===== src/rtl/mem_access_wb_reg_if.sv =====
// MEM-stage request, data-SRAM and MEM/WB register signals shared by the
// pipeline side (master) and the access/WB block (slave).
interface mem_access_wb_reg_if #(
    parameter int ADDR_W = 32,
    parameter int DATA_W = 32
);
    logic                  mem_valid;
    logic                  mem_rd;
    logic                  mem_wr;
    logic [2:0]            load_store_mem;
    logic [ADDR_W-1:0]     addr_mem;
    logic [DATA_W-1:0]     wdata_mem;
    logic                  exc_flush;
    logic                  wb_allowin;
    logic                  mem_allowin;
    logic                  data_sram_en;
    logic [DATA_W/8-1:0]   data_sram_wen;
    logic [ADDR_W-1:0]     data_sram_addr;
    logic [DATA_W-1:0]     data_sram_wdata;
    logic [DATA_W-1:0]     data_sram_rdata;
    logic                  wb_valid;
    logic [2:0]            load_store_wb;
    logic [1:0]            data_sram_addr_byte_wb;
    logic [DATA_W-1:0]     DMout_wb;
    logic                  adel_wb;
    logic                  ades_wb;
    logic [ADDR_W-1:0]     badvaddr_wb;

    modport master (
        output mem_valid, mem_rd, mem_wr, load_store_mem, addr_mem, wdata_mem,
               exc_flush, wb_allowin, data_sram_rdata,
        input  mem_allowin, data_sram_en, data_sram_wen, data_sram_addr,
               data_sram_wdata, wb_valid, load_store_wb, data_sram_addr_byte_wb,
               DMout_wb, adel_wb, ades_wb, badvaddr_wb
    );

    modport slave (
        input  mem_valid, mem_rd, mem_wr, load_store_mem, addr_mem, wdata_mem,
               exc_flush, wb_allowin, data_sram_rdata,
        output mem_allowin, data_sram_en, data_sram_wen, data_sram_addr,
               data_sram_wdata, wb_valid, load_store_wb, data_sram_addr_byte_wb,
               DMout_wb, adel_wb, ades_wb, badvaddr_wb
    );
endinterface


===== src/rtl/mem_access_wb_reg.sv =====
// MEM-stage data SRAM access with alignment checks, plus the MEM/WB register
// that keeps the one-cycle SRAM read word alive while WB is stalled.
module mem_access_wb_reg #(
    parameter int ADDR_W = 32,
    parameter int DATA_W = 32
) (
    input  logic                  clk,
    input  logic                  resetn,
    mem_access_wb_reg_if.slave    bus
);
    typedef enum logic [1:0] {
        ST_EMPTY = 2'd0,
        ST_FRESH = 2'd1,
        ST_HELD  = 2'd2
    } rd_state_e;

    rd_state_e          state_r;
    rd_state_e          state_s;
    logic               go_s;
    logic               misalign_s;
    logic               access_s;
    logic               hold_load_s;
    logic               mem_allowin_s;
    logic [3:0]         wen_s;
    logic [DATA_W-1:0]  wdata_s;
    logic [2:0]         ls_r;
    logic [1:0]         byte_r;
    logic               adel_r;
    logic               ades_r;
    logic [ADDR_W-1:0]  badv_r;
    logic [DATA_W-1:0]  hold_r;

    // Halfwords need bit 0 clear, words need both low bits clear; bytes never fault.
    function automatic logic misaligned(input logic [2:0] ls, input logic [1:0] lo);
        logic m;
        case (ls)
            3'b010, 3'b011: m = lo[0];
            3'b100:         m = (lo != 2'b00);
            default:        m = 1'b0;
        endcase
        return m;
    endfunction

    // Handshake, alignment and SRAM request decode.
    always_comb begin
        mem_allowin_s = (state_r == ST_EMPTY) | bus.wb_allowin;
        go_s          = bus.mem_valid & mem_allowin_s & ~bus.exc_flush;
        misalign_s    = misaligned(bus.load_store_mem, bus.addr_mem[1:0]);
        access_s      = go_s & (bus.mem_rd | bus.mem_wr) & ~misalign_s;
        wen_s         = 4'b0000;
        wdata_s       = bus.wdata_mem;
        case (bus.load_store_mem)
            3'b000, 3'b001: begin
                wdata_s = {4{bus.wdata_mem[7:0]}};
                wen_s   = 4'b0001 << bus.addr_mem[1:0];
            end
            3'b010, 3'b011: begin
                wdata_s = {2{bus.wdata_mem[15:0]}};
                wen_s   = bus.addr_mem[1] ? 4'b1100 : 4'b0011;
            end
            3'b100: begin
                wdata_s = bus.wdata_mem;
                wen_s   = 4'b1111;
            end
            default: begin
                wdata_s = bus.wdata_mem;
                wen_s   = 4'b0000;
            end
        endcase
        if (!(access_s && bus.mem_wr)) begin
            wen_s = 4'b0000;
        end else begin
            wen_s = wen_s;
        end
    end

    // Read-data FSM next state: a clean load starts FRESH, anything else valid is HELD.
    always_comb begin
        state_s     = state_r;
        hold_load_s = 1'b0;
        if (go_s) begin
            if (bus.mem_rd && !misalign_s) begin
                state_s = ST_FRESH;
            end else begin
                state_s = ST_HELD;
            end
        end else begin
            case (state_r)
                ST_FRESH: begin
                    if (bus.wb_allowin || bus.exc_flush) begin
                        state_s = ST_EMPTY;
                    end else begin
                        state_s     = ST_HELD;
                        hold_load_s = 1'b1;
                    end
                end
                ST_HELD: begin
                    if (bus.wb_allowin || bus.exc_flush) begin
                        state_s = ST_EMPTY;
                    end else begin
                        state_s = ST_HELD;
                    end
                end
                ST_EMPTY: state_s = ST_EMPTY;
                default:  state_s = ST_EMPTY;
            endcase
        end
    end

    // FSM state register.
    always_ff @(posedge clk or negedge resetn) begin
        if (!resetn) begin
            state_r <= ST_EMPTY;
        end else begin
            state_r <= state_s;
        end
    end

    // MEM/WB payload register, loaded only when an instruction moves into WB.
    always_ff @(posedge clk or negedge resetn) begin
        if (!resetn) begin
            ls_r   <= 3'b100;
            byte_r <= 2'b00;
            adel_r <= 1'b0;
            ades_r <= 1'b0;
            badv_r <= '0;
        end else if (go_s) begin
            ls_r   <= bus.load_store_mem;
            byte_r <= bus.addr_mem[1:0];
            adel_r <= bus.mem_rd & misalign_s;
            ades_r <= bus.mem_wr & misalign_s;
            badv_r <= bus.addr_mem;
        end
    end

    // Capture the SRAM word on the last cycle it is driven, i.e. when WB stalls in FRESH.
    always_ff @(posedge clk or negedge resetn) begin
        if (!resetn) begin
            hold_r <= '0;
        end else if (hold_load_s) begin
            hold_r <= bus.data_sram_rdata;
        end
    end

    assign bus.mem_allowin            = mem_allowin_s;
    assign bus.data_sram_en           = access_s;
    assign bus.data_sram_wen          = wen_s;
    assign bus.data_sram_addr         = {bus.addr_mem[ADDR_W-1:2], 2'b00};
    assign bus.data_sram_wdata        = wdata_s;
    assign bus.wb_valid               = (state_r != ST_EMPTY);
    assign bus.load_store_wb          = ls_r;
    assign bus.data_sram_addr_byte_wb = byte_r;
    assign bus.DMout_wb               = (state_r == ST_FRESH) ? bus.data_sram_rdata : hold_r;
    assign bus.adel_wb                = adel_r;
    assign bus.ades_wb                = ades_r;
    assign bus.badvaddr_wb            = badv_r;
endmodule

===== src/flat_wrapper.sv =====
// flat-port wrapper written by rule: the top's interface ports become plain ports
module mem_access_wb_reg_flat 
#(
    parameter int ADDR_W = 32,
    parameter int DATA_W = 32
)
  (clk, resetn, bus_mem_valid, bus_mem_rd, bus_mem_wr, bus_load_store_mem, bus_addr_mem, bus_wdata_mem, bus_exc_flush, bus_wb_allowin, bus_data_sram_rdata, bus_mem_allowin, bus_data_sram_en, bus_data_sram_wen, bus_data_sram_addr, bus_data_sram_wdata, bus_wb_valid, bus_load_store_wb, bus_data_sram_addr_byte_wb, bus_DMout_wb, bus_adel_wb, bus_ades_wb, bus_badvaddr_wb);
  mem_access_wb_reg_if #(.ADDR_W(ADDR_W), .DATA_W(DATA_W)) bus_i ();
  input  logic clk;
  input  logic resetn;
  input wire logic [$bits(bus_i.mem_valid)-1:0] bus_mem_valid;
  input wire logic [$bits(bus_i.mem_rd)-1:0] bus_mem_rd;
  input wire logic [$bits(bus_i.mem_wr)-1:0] bus_mem_wr;
  input wire logic [$bits(bus_i.load_store_mem)-1:0] bus_load_store_mem;
  input wire logic [$bits(bus_i.addr_mem)-1:0] bus_addr_mem;
  input wire logic [$bits(bus_i.wdata_mem)-1:0] bus_wdata_mem;
  input wire logic [$bits(bus_i.exc_flush)-1:0] bus_exc_flush;
  input wire logic [$bits(bus_i.wb_allowin)-1:0] bus_wb_allowin;
  input wire logic [$bits(bus_i.data_sram_rdata)-1:0] bus_data_sram_rdata;
  output wire logic [$bits(bus_i.mem_allowin)-1:0] bus_mem_allowin;
  output wire logic [$bits(bus_i.data_sram_en)-1:0] bus_data_sram_en;
  output wire logic [$bits(bus_i.data_sram_wen)-1:0] bus_data_sram_wen;
  output wire logic [$bits(bus_i.data_sram_addr)-1:0] bus_data_sram_addr;
  output wire logic [$bits(bus_i.data_sram_wdata)-1:0] bus_data_sram_wdata;
  output wire logic [$bits(bus_i.wb_valid)-1:0] bus_wb_valid;
  output wire logic [$bits(bus_i.load_store_wb)-1:0] bus_load_store_wb;
  output wire logic [$bits(bus_i.data_sram_addr_byte_wb)-1:0] bus_data_sram_addr_byte_wb;
  output wire logic [$bits(bus_i.DMout_wb)-1:0] bus_DMout_wb;
  output wire logic [$bits(bus_i.adel_wb)-1:0] bus_adel_wb;
  output wire logic [$bits(bus_i.ades_wb)-1:0] bus_ades_wb;
  output wire logic [$bits(bus_i.badvaddr_wb)-1:0] bus_badvaddr_wb;
  assign bus_i.mem_valid = bus_mem_valid;
  assign bus_i.mem_rd = bus_mem_rd;
  assign bus_i.mem_wr = bus_mem_wr;
  assign bus_i.load_store_mem = bus_load_store_mem;
  assign bus_i.addr_mem = bus_addr_mem;
  assign bus_i.wdata_mem = bus_wdata_mem;
  assign bus_i.exc_flush = bus_exc_flush;
  assign bus_i.wb_allowin = bus_wb_allowin;
  assign bus_i.data_sram_rdata = bus_data_sram_rdata;
  assign bus_mem_allowin = bus_i.mem_allowin;
  assign bus_data_sram_en = bus_i.data_sram_en;
  assign bus_data_sram_wen = bus_i.data_sram_wen;
  assign bus_data_sram_addr = bus_i.data_sram_addr;
  assign bus_data_sram_wdata = bus_i.data_sram_wdata;
  assign bus_wb_valid = bus_i.wb_valid;
  assign bus_load_store_wb = bus_i.load_store_wb;
  assign bus_data_sram_addr_byte_wb = bus_i.data_sram_addr_byte_wb;
  assign bus_DMout_wb = bus_i.DMout_wb;
  assign bus_adel_wb = bus_i.adel_wb;
  assign bus_ades_wb = bus_i.ades_wb;
  assign bus_badvaddr_wb = bus_i.badvaddr_wb;
  mem_access_wb_reg #(.ADDR_W(ADDR_W), .DATA_W(DATA_W)) u_core (.clk(clk), .resetn(resetn), .bus(bus_i));
endmodule

===== config.mk =====
export PLATFORM = sky130hd
export DESIGN_NAME = mem_access_wb_reg_flat
export DESIGN_NICKNAME = d
export VERILOG_FILES = /design/src/rtl/mem_access_wb_reg_if.sv /design/src/rtl/mem_access_wb_reg.sv /design/src/flat_wrapper.sv
export SDC_FILE = /design/constraint.sdc
export NUM_CORES = 1
export LEC_CHECK = 0
export CORE_UTILIZATION = 38
export DETAILED_ROUTE_END_ITERATION = 8
export PLACE_DENSITY = 0.84
export SLEW_MARGIN = 20
export SYNTH_ARGS = -nofsm -noshare
export SYNTH_HDL_FRONTEND = slang
export SYNTH_SLANG_ARGS = --single-unit

===== constraint.sdc =====
create_clock -name clk -period 2.6 [get_ports clk]
set_clock_uncertainty 0.05 [all_clocks]
set_input_delay 0.52 -clock clk [delete_from_list [all_inputs] [get_ports clk]]
set_output_delay 0.52 -clock clk [all_outputs]
set_load 0.02 [all_outputs]

## Yosys cells after proc, flatten, opt, wreduce, memory -nomap -nowiden

Index checks and enable logic that the tools add are counted.

| word-level totals | value |
|---|---|
| bits in registers | 73 |
| input bits | 106 |
| output and inout bits | 142 |
| word-level logic and storage cells | 48 |

| cells by class | value |
|---|---|
| eq/ne operators | 6 |
| shift operators | 1 |
| mux-type cells | 13 |
| bitwise gates (word level) | 10 |
| reductions and logical operators | 11 |

Operators with widths:

| kind | count |
|---|---|
| 32-bit case mux with 2 select lines | 1 |
| 32-bit 2-to-1 mux | 1 |
| 4-bit case mux with 3 select lines | 1 |
| 2-bit 2-to-1 mux | 4 |
| 4-bit 2-to-1 mux | 2 |
| 1-bit bitwise AND | 6 |
| 3-bit by 2-bit equality test with 1-bit output (second input constant) | 2 |
| 2-bit OR reduction | 3 |
| 2-bit nonzero test | 2 |
| 1-bit by 2-bit left shift with 4-bit output (first input constant) | 1 |
| 3-bit by 1-bit equality test with 1-bit output (second input constant) | 1 |
| 3-bit equality test (second input constant) | 1 |
| 3-bit logical NOT | 1 |
| 1-bit 2-to-1 mux | 3 |
| 2-bit by 1-bit equality test with 1-bit output (second input constant) | 1 |
| 2-bit equality test (second input constant) | 1 |
| 1-bit logical AND | 2 |
| 2-bit logical NOT | 1 |
| 1-bit inverter | 2 |
| 1-bit OR | 2 |
| 1-bit case mux with 2 select lines | 1 |
| 1-bit logical NOT | 1 |
| 1-bit logical OR | 1 |

## Logic depth before layout (Yosys ltp)

Gate-level depths: netlist of the first run.

| logic depth | value |
|---|---|
| depth in word-level cells | 8 |
| mapped depth | 8 |
| gate-level depth less buffers | 5 |

## Least setup slack after synthesis of the first run

Ideal clock, no wire load.

| timing | value |
|---|---|
| kind | input to output |
| from | in bus_load_store_mem[1] |
| to | out bus_data_sram_wen[2] |
| arrival | 1.627 ns |
| required time | 2.030 ns |
| slack | 0.403 ns |
| cell stages on the path | 5 |
| path buffers | 2 |
| path through | clkbuf_1 buf_2 nor3_1 a21oi_1 nor3_1 |

| between the ends | value |
|---|---|
| cells in the longest elaborated chain, start to end | 7 |
| elaborated cells between the ends (all ways) | 13 |
| those cells by class | eq/ne: 4; mux: 3; bitwise: 2; reduce/logical: 4 |

RTL lines:

| element | line | source |
|---|---|---|
| start: declaration | flat_wrapper.sv:14 | `input wire logic [$bits(bus_i.load_store_mem)-1:0] bus_load_store_mem;` |
| 3-bit by 2-bit equality test with 1-bit output | mem_access_wb_reg.sv:36, mem_access_wb_reg.sv:52 |  |
| 2-bit OR reduction | mem_access_wb_reg.sv:36, mem_access_wb_reg.sv:52 |  |
| 1-bit case mux with 2 select lines | mem_access_wb_reg.sv:36 | `case (ls)` |
| 1-bit inverter | mem_access_wb_reg.sv:49 | `access_s = go_s & (bus.mem_rd \| bus.mem_wr) & ~misalign_s;` |
| 1-bit bitwise AND | mem_access_wb_reg.sv:49 |  |
| 1-bit logical AND | mem_access_wb_reg.sv:70 | `if (!(access_s && bus.mem_wr)) begin` |
| 4-bit 2-to-1 mux (*) | mem_access_wb_reg.sv:70 |  |
| end: declaration | flat_wrapper.sv:22 | `output wire logic [$bits(bus_i.data_sram_wen)-1:0] bus_data_sram_wen;` |

Every way passes the cells marked *; elsewhere a longest branch is shown, timed or not.

## Final worst setup path of the first run

| timing | value |
|---|---|
| from | in bus_addr_mem[0] |
| to | out bus_data_sram_wen[3] |

| between the ends | value |
|---|---|
| cells in the longest elaborated chain, start to end | 6 |
| elaborated cells between the ends (all ways) | 8 |
| those cells by class | shift: 1; mux: 3; bitwise: 2; reduce/logical: 2 |

RTL lines:

| element | line | source |
|---|---|---|
| start: declaration | flat_wrapper.sv:15 | `input wire logic [$bits(bus_i.addr_mem)-1:0] bus_addr_mem;` |
| 2-bit nonzero test | mem_access_wb_reg.sv:38 | `3'b100: m = (lo != 2'b00);` |
| 1-bit case mux with 2 select lines | mem_access_wb_reg.sv:36 |  |
| 1-bit inverter | mem_access_wb_reg.sv:49 |  |
| 1-bit bitwise AND | mem_access_wb_reg.sv:49 |  |
| 1-bit logical AND | mem_access_wb_reg.sv:70 |  |
| 4-bit 2-to-1 mux (*) | mem_access_wb_reg.sv:70 |  |

Marks and branches as above.

==> out/qor.csv, run 1 <==
stage,metric,value,unit
logic_synthesis,syn_area_per_cell,13.1,sq um
logic_synthesis,cell count after synthesis,311,
critical_path,CP Max Fanout,5,
finish,share of layout cells above drive strength 1,0.307,
cts,CTS H-tree depth,3,
logic_synthesis,most common cell in the netlist,mux2_2,
route,TritonRoute pass-1 iters,4,
critical_path,Worst Path Arrival,1.97,ns
timing,Slew headroom,0.401,
finish,Synth-to-Final Area Change,62.7,%
die,Die Y,105,um
route,via/cell ratio,4.86,
timing,TNS Setup,0,ns
timing,hold_ws,0.257,ns
die,die area,11100,sq um
global_route,largest net degree at the start of global routing,72,
placement,Port Buf Inserts,245,
finish,Final Non-Filler Cells,673,
logic_synthesis,register area share after synthesis,0.438,
power,P per Cell Area,617,nW/um^2
critical_path,worst-path cell chain,clkdlybuf4s50_1 -> buf_4 -> xor2_1 -> a32oi_1 -> nor2_1 -> clkdlybuf4s15_1,
logic_synthesis,Cell variety after synth,35,
logic_synthesis,Syn. warnings,0,
power,leakage power,3.06,nW
logic_synthesis,top area cells in the synthesized netlist,"dfrtp_1 (43%), mux2_2 (22%), mux2_4 (13%), buf_4 (7.8%), mux2i_1 (2.0%)",
logic_synthesis,main combinational cell family by area after synthesis,multiplexers,
power,Worst VDD drop,0.000308,V
global_route,vias in the first global route,3492,
placement,GPL Wtd Cong,0.861,
critical_path,WP data required,2.03,ns
global_route,first-pass GRT wire length,18.3,mm
timing,fmax,393,MHz
logic_synthesis,asr flop ratio synth,1.00,
route,final WL,11.7,mm
cts,CTS tree,built,
run,Max-cap violations,0,
die,# rows,37,
critical_path,Worst Setup End Kind,primary output,
critical_path,Worst path max stage delay,0.52,ns
timing,max-slew violation count,0,
min_path,Hold/Removal Path Class,in2async,
placement,hpwl dp,8.90,mm
route,Antenna Nets Post-Route,0,
die,Core Area,10300,sq um
logic_synthesis,mux cell area share after synthesis,0.371,
global_route,GRT overflow,0,
global_route,Global Route Usage Sum,0.213,
timing,min Tclk post-route,2.54,ns
finish,Layout Utilization,0.640,
cts,worst-skew pair later-pin latency,0.34,ns
critical_path,worst-case reg-to-reg path depth,7,
logic_synthesis,Synth Area in Compound Gates,0.0274,
timing,Worst-Margin Slew,0.898,ns
route,Detailed Route Iter0 Violations,120,
route,Routed WL per cell,17.4,um
placement,placed insts,654,
timing,Final Hold Fails,0,
critical_path,reg2reg start,u_core.state_r[0],
global_route,antenna violations before repair,3,
logic_synthesis,Post-synth EDFFs,0,
die,Die W,105,um
die,Initial Util,0.394,
logic_synthesis,Post-Synth Adder-Cell Area,0.00616,
logic_synthesis,xor and xnor area share after synthesis,0.00216,
logic_synthesis,ys flop type,dfrtp_1,
cts,Hold Buf Count CTS,0,
logic_synthesis,mapped cell area,4060,sq um
cts,Clock Tree Buf Depth,2,
cts,CTS buffer count,9,
logic_synthesis,"area leader, netlist",dfrtp_1,
route,DRC viols,0,
logic_synthesis,top post-synthesis cells by count,"mux2_2 (80), dfrtp_1 (70), buf_4 (42), mux2_4 (35), nand2_1 (9)",
cts,clock sinks,71,
critical_path,r2r endpoint,u_core.bus.badvaddr_wb[7],
logic_synthesis,post-synth top area share,0.431,
cts,"Setup Fix Bufs, Post-CTS",0,
outcome,status,"finished, final reports clean",
timing,final setup fails,0,
finish,layout net count,637,
die,io pins,248,
logic_synthesis,Synth Register Bits,71,
critical_path,Startpoint Class,primary input,
cts,CTS root buffer,clkbuf_8,
critical_path,"reg-to-reg slack, setup",0.40,ns
critical_path,Worst path slowest cell,clkdlybuf4s50_1,
route,via count,3274,
timing,Tcrit/Tclk final,0.978,
cts,Clock transition at path regs,0.08,ns
finish,filler cell count,814,
critical_path,CP Class,in2out,
logic_synthesis,post-synthesis simple-gate area fraction,0.0351,
[routing by layer]
layer / global-route usage / vias to the layer above / part of all wire
met3: 0.0637 / 26 / 0.069
met5: 0 / - / 0
li1: - / 1483 / -
met1: 0.230 / 1609 / 0.36
met4: 0.0976 / 0 / 0.037
met2: 0.383 / 156 / 0.53
[layout by cell type (no fill, tap or decap), types with 2 or more instances in the layout]
cell / count
buf_4: 20
bufinv_16: 2
clkbuf_8: 11
dlymetal6s2s_1: 6
clkbuf_2: 2
o21ai_0: 8
o22ai_1: 2
nor2b_1: 2
dlygate4sd2_1: 41
mux2_2: 80
nand2_1: 9
clkdlybuf4s50_1: 191
dfrtp_1: 70
diode_2: 3
inv_1: 6
nand3_1: 2
mux2_4: 35
nor2_1: 4
nor3_1: 2
a31oi_1: 2
buf_12: 2
mux2i_1: 8
buf_2: 2
conb_1: 2
ha_1: 2
[cells by family (layout without fill, tap and decap cells)]
| kind of cell | after synthesis | after routing |
|---|---|---|
| multiplexers | 123 | 123 |
| AO/OA/AOI/OAI | 18 | 18 |
| XOR/XNOR | 1 | 1 |
| buffers and inverters | 67 | 289 |
| AND/OR/NAND/NOR | 28 | 28 |
| flip-flops | 71 | 71 |
| other | 1 | 5 |
| adder cells (fa/ha/maj) | 2 | 2 |
[report_power, final]
group          switching, mW  internal [mW]  total, mW
clock                  0.427          0.597       1.02
combinational          0.731          0.887       1.62
sequential             0.115           1.32       1.43
[metrics by stage]
step	worst slack (ns)	area [sq um]	power, mW
final	0.0568	6610	4.08
after global routing	-0.00363	6610	4.27
after CTS	-0.00396	6600	4.11
after detailed placement	-0.449	6410	3.17
after global placement	-0.376	6410	3.13
after floorplan	0.403	4070	2.34
[timing repair]
item | 4_1_cts | 5_1_grt
pin swaps | 0 | 1
gates resized for setup | 57 | 14
setup endpoints to repair | 61 | 17
cloned | 0 | 0
[area by class of cell]
cell class              instances  area [sq um]  area share
clock buffers                  12           155      0.0235
inverters                       6          22.5     0.00341
multi-input cells             174          1810       0.274
diodes                          3          7.51     0.00114
clock inverters                 4          76.3      0.0115
flip-flops and latches         71          1780       0.269
repair buffers                267          2590       0.392
well taps                     136           170      0.0257
[worst max-delay path, delay by kind of cell]
family | cells | cell delay [ns]
buffers and inverters | 3 | 0.98
AOI/OAI and AO/OA | 1 | 0.10
xor gates and xnor gates | 1 | 0.24
and+or+nand+nor | 1 | 0.13
[sequential cells by signal, summed over array words and instances, names as in the netlist]
| signal | cells |
|---|---|
| u_core.bus.badvaddr_wb | 32 |
| u_core.bus.ades_wb | 1 |
| u_core.state_r | 2 |
| u_core.bus.adel_wb | 1 |
| u_core.bus.load_store_wb | 3 |
| u_core.hold_r | 32 |
[worst max path at each step]
stage | from | end | slack [ns]
after floorplan | bus_load_store_mem[1] | bus_data_sram_wen[2] | 0.40
after global placement | bus_mem_valid | bus_data_sram_wen[0] | -0.38
after detailed placement | bus_mem_valid | bus_data_sram_wen[0] | -0.45
after CTS | bus_addr_mem[0] | bus_data_sram_en | -0.004
after global routing | bus_wdata_mem[0] | bus_data_sram_wdata[24] | -0.004
final | bus_addr_mem[0] | bus_data_sram_wen[3] | 0.06
Note: power is estimated with default switching activity, not from simulation.
==> inputs of run 2 (changes only) <==
--- a/config.mk
+++ b/config.mk
@@ -8,6 +8,7 @@
 export CORE_UTILIZATION = 38
 export DETAILED_ROUTE_END_ITERATION = 8
 export PLACE_DENSITY = 0.84
+export SKIP_CTS_REPAIR_TIMING = 1
 export SLEW_MARGIN = 20
 export SYNTH_ARGS = -nofsm -noshare
 export SYNTH_HDL_FRONTEND = slang
==> run 2 against run 1 <==
Register-to-register slack about the same. Hold slack improved by 0.0027 ns. Fmax increased by 0.43%. Critical path depth is the same. First-iteration DRC count is 12% lower. Sequential cell count did not move. Via count is 0.55% lower. Utilization increased by 1.4 points. Global-route usage hardly changed. Clock-buffer cell count did not move. Largest cell class unchanged.
==> out/qor.csv, run 2 (synthesized netlist as in run 1, its figures left out) <==
stage,metric,value,unit,change
global_route,largest net degree at the start of global routing,72,,unchanged
power,Worst VDD drop,0.000317,V,+2.7%
cts,Clock Tree Buf Depth,2,,unchanged
timing,Slew headroom,0.400,,-0.00162
die,Core Area,10300,sq um,unchanged
placement,hpwl dp,8.90,mm,unchanged
timing,fmax,395,MHz,+0.43%
power,Logic pwr share,0.407,,+0.010
finish,"commonest non-fill, non-tap cell in the layout",clkdlybuf4s50_1,,
placement,Setup WS pre-CTS,-0.449,ns,unchanged
route,TritonRoute pass-1 iters,4,,unchanged
power,Int Pwr,2.87,mW,+2.4%
finish,Synth-to-Final Area Change,66.4,%,
power,Clock Power Share,0.247,,-0.004
route,final WL,11.9,mm,+1.2%
finish,most frequent cells in the layout,"clkdlybuf4s50_1 (202), mux2_2 (80), dfrtp_1 (70), dlymetal6s2s_1 (38), mux2_4 (35)",,
critical_path,Worst Setup End Kind,primary output,,
cts,CTS H-tree depth,3,,unchanged
power,P per Cell Area,613,nW/um^2,-0.61%
die,Die W,105,um,unchanged
timing,hold_ws,0.260,ns,+0.00274 ns
min_path,Hold/Removal Path Class,in2async,,
placement,placed insts,654,,unchanged
die,Initial Util,0.394,,unchanged
timing,Tcrit/Tclk final,0.974,,-0.00416
global_route,first-pass GRT wire length,18.3,mm,+0.30%
power,Sw Share,0.307,,-0.00524
placement,GPL Wtd Cong,0.861,,unchanged
die,Die Y,105,um,unchanged
finish,share of layout cells above drive strength 1,0.307,,-0.000574
timing,final setup fails,0,,unchanged
critical_path,WP data required,2.03,ns,about the same
finish,layout net count,638,,+0.16%
cts,CTS root buffer,clkbuf_8,,
die,die area,11100,sq um,unchanged
cts,Clock transition at path regs,0.08,ns,about the same
critical_path,CP Max Fanout,3,,-2
global_route,Global Route Usage Sum,0.214,,+0.000401
die,io pins,248,,unchanged
die,# rows,37,,unchanged
cts,clock sinks,71,,unchanged
route,via/cell ratio,4.83,,-0.70%
route,Antenna Nets Post-Route,0,,unchanged
global_route,vias in the first global route,3503,,+0.32%
critical_path,Startpoint Class,primary input,,
outcome,status,"finished, final reports clean",,
critical_path,CP Class,in2out,,
power,leakage power,3.42,nW,+12%
finish,Final Non-Filler Cells,674,,+0.15%
cts,CTS buffer count,9,,unchanged
route,Routed WL per cell,17.6,um,+1.1%
timing,min Tclk post-route,2.53,ns,-0.0108 ns
timing,max-slew violation count,0,,unchanged
power,Seq pwr share,0.346,,-0.006
placement,Port Buf Inserts,245,,unchanged
route,DRC viols,0,,unchanged
route,Detailed Route Iter0 Violations,106,,-12%
timing,setup ws final,0.0676,ns,+0.0108 ns
critical_path,Worst Path Arrival,1.96,ns,about the same
critical_path,worst-case reg-to-reg path depth,7,,unchanged
power,NetSw,1.27,mW,about the same
cts,CTS tree,built,,
cts,worst-skew pair later-pin latency,0.34,ns,about the same
route,via count,3256,,-0.55%
run,Max-cap violations,0,,unchanged
timing,Final Hold Fails,0,,unchanged
global_route,antenna violations before repair,3,,unchanged
global_route,GRT overflow,0,,unchanged
timing,Worst-Margin Slew,0.901,ns,+0.00243 ns
[run 2: changes by cell type in the layout (fill, tap and decap cells not counted), sizes merged]
cell           before  now
dlymetal6s2s        6   38
dlygate4sd2        41    0
buf                25   23
clkdlybuf4s50     191  202
clkbuf             14   17
clkdlybuf4s15       2    0
[run 2: worst max-delay path: stages]
cell	delay (ns)
clkdlybuf4s50_1	0.47
or2_2	0.35
a31oi_1	0.19
buf_4	0.15
o211a_1	0.13
clkbuf_2	0.16
[run 2: per-layer routing]
metal  global-route usage  part of all wire
met3               0.0637             0.069
met2                0.383              0.53
met1                0.231              0.36
met4               0.0976             0.034
met5                    0                 0
[run 2: final timing paths]
path / start / endpoint / slack [ns]
min in group clk: u_core.hold_r[24] / u_core.hold_r[24] / 0.45
worst max register to register: u_core.state_r[0] / u_core.bus.badvaddr_wb[7] / 0.40
worst min-delay path: resetn / u_core.bus.badvaddr_wb[12] / 0.26
worst max-delay path: bus_addr_mem[0] / bus_data_sram_en / 0.07
max in group asynchronous: resetn / u_core.hold_r[26] / 1.66
worst min register to register: u_core.hold_r[24] / u_core.hold_r[24] / 0.45
[run 2: stage by stage]
step / utilization / setup TNS [ns] / area, sq um / total power [mW]
CTS: 0.644 / -10.07 / 6640 / 4.21
detailed placement: 0.621 / -7.16 / 6410 / 3.17
floorplan: - / 0 / 4070 / 2.34
global route: 0.655 / -0.00438 / 6760 / 4.34
global placement: 0.621 / -6.33 / 6410 / 3.13
finish: 0.655 / 0 / 6760 / 4.14
[run 2: layout make-up]
class,instances,area (sq um)
diodes,3,7.51
clock buffers,12,155
clock inverters,4,76.3
fillers,789,3560
inverters,6,22.5
multi-input cells,174,1810
flip-flops and latches,71,1780
well taps,136,170
repair buffers,268,2740
[run 2: power groups by stage]
stage	Combinational (mW)	Clock (mW)	Sequential, mW
2_1_floorplan	0.782	0	1.56
3_3_place_gp	1.69	0	1.44
3_5_place_dp	1.72	0	1.45
4_1_cts	1.73	1.05	1.43
5_1_grt	1.77	1.10	1.46
6_report	1.69	1.02	1.43
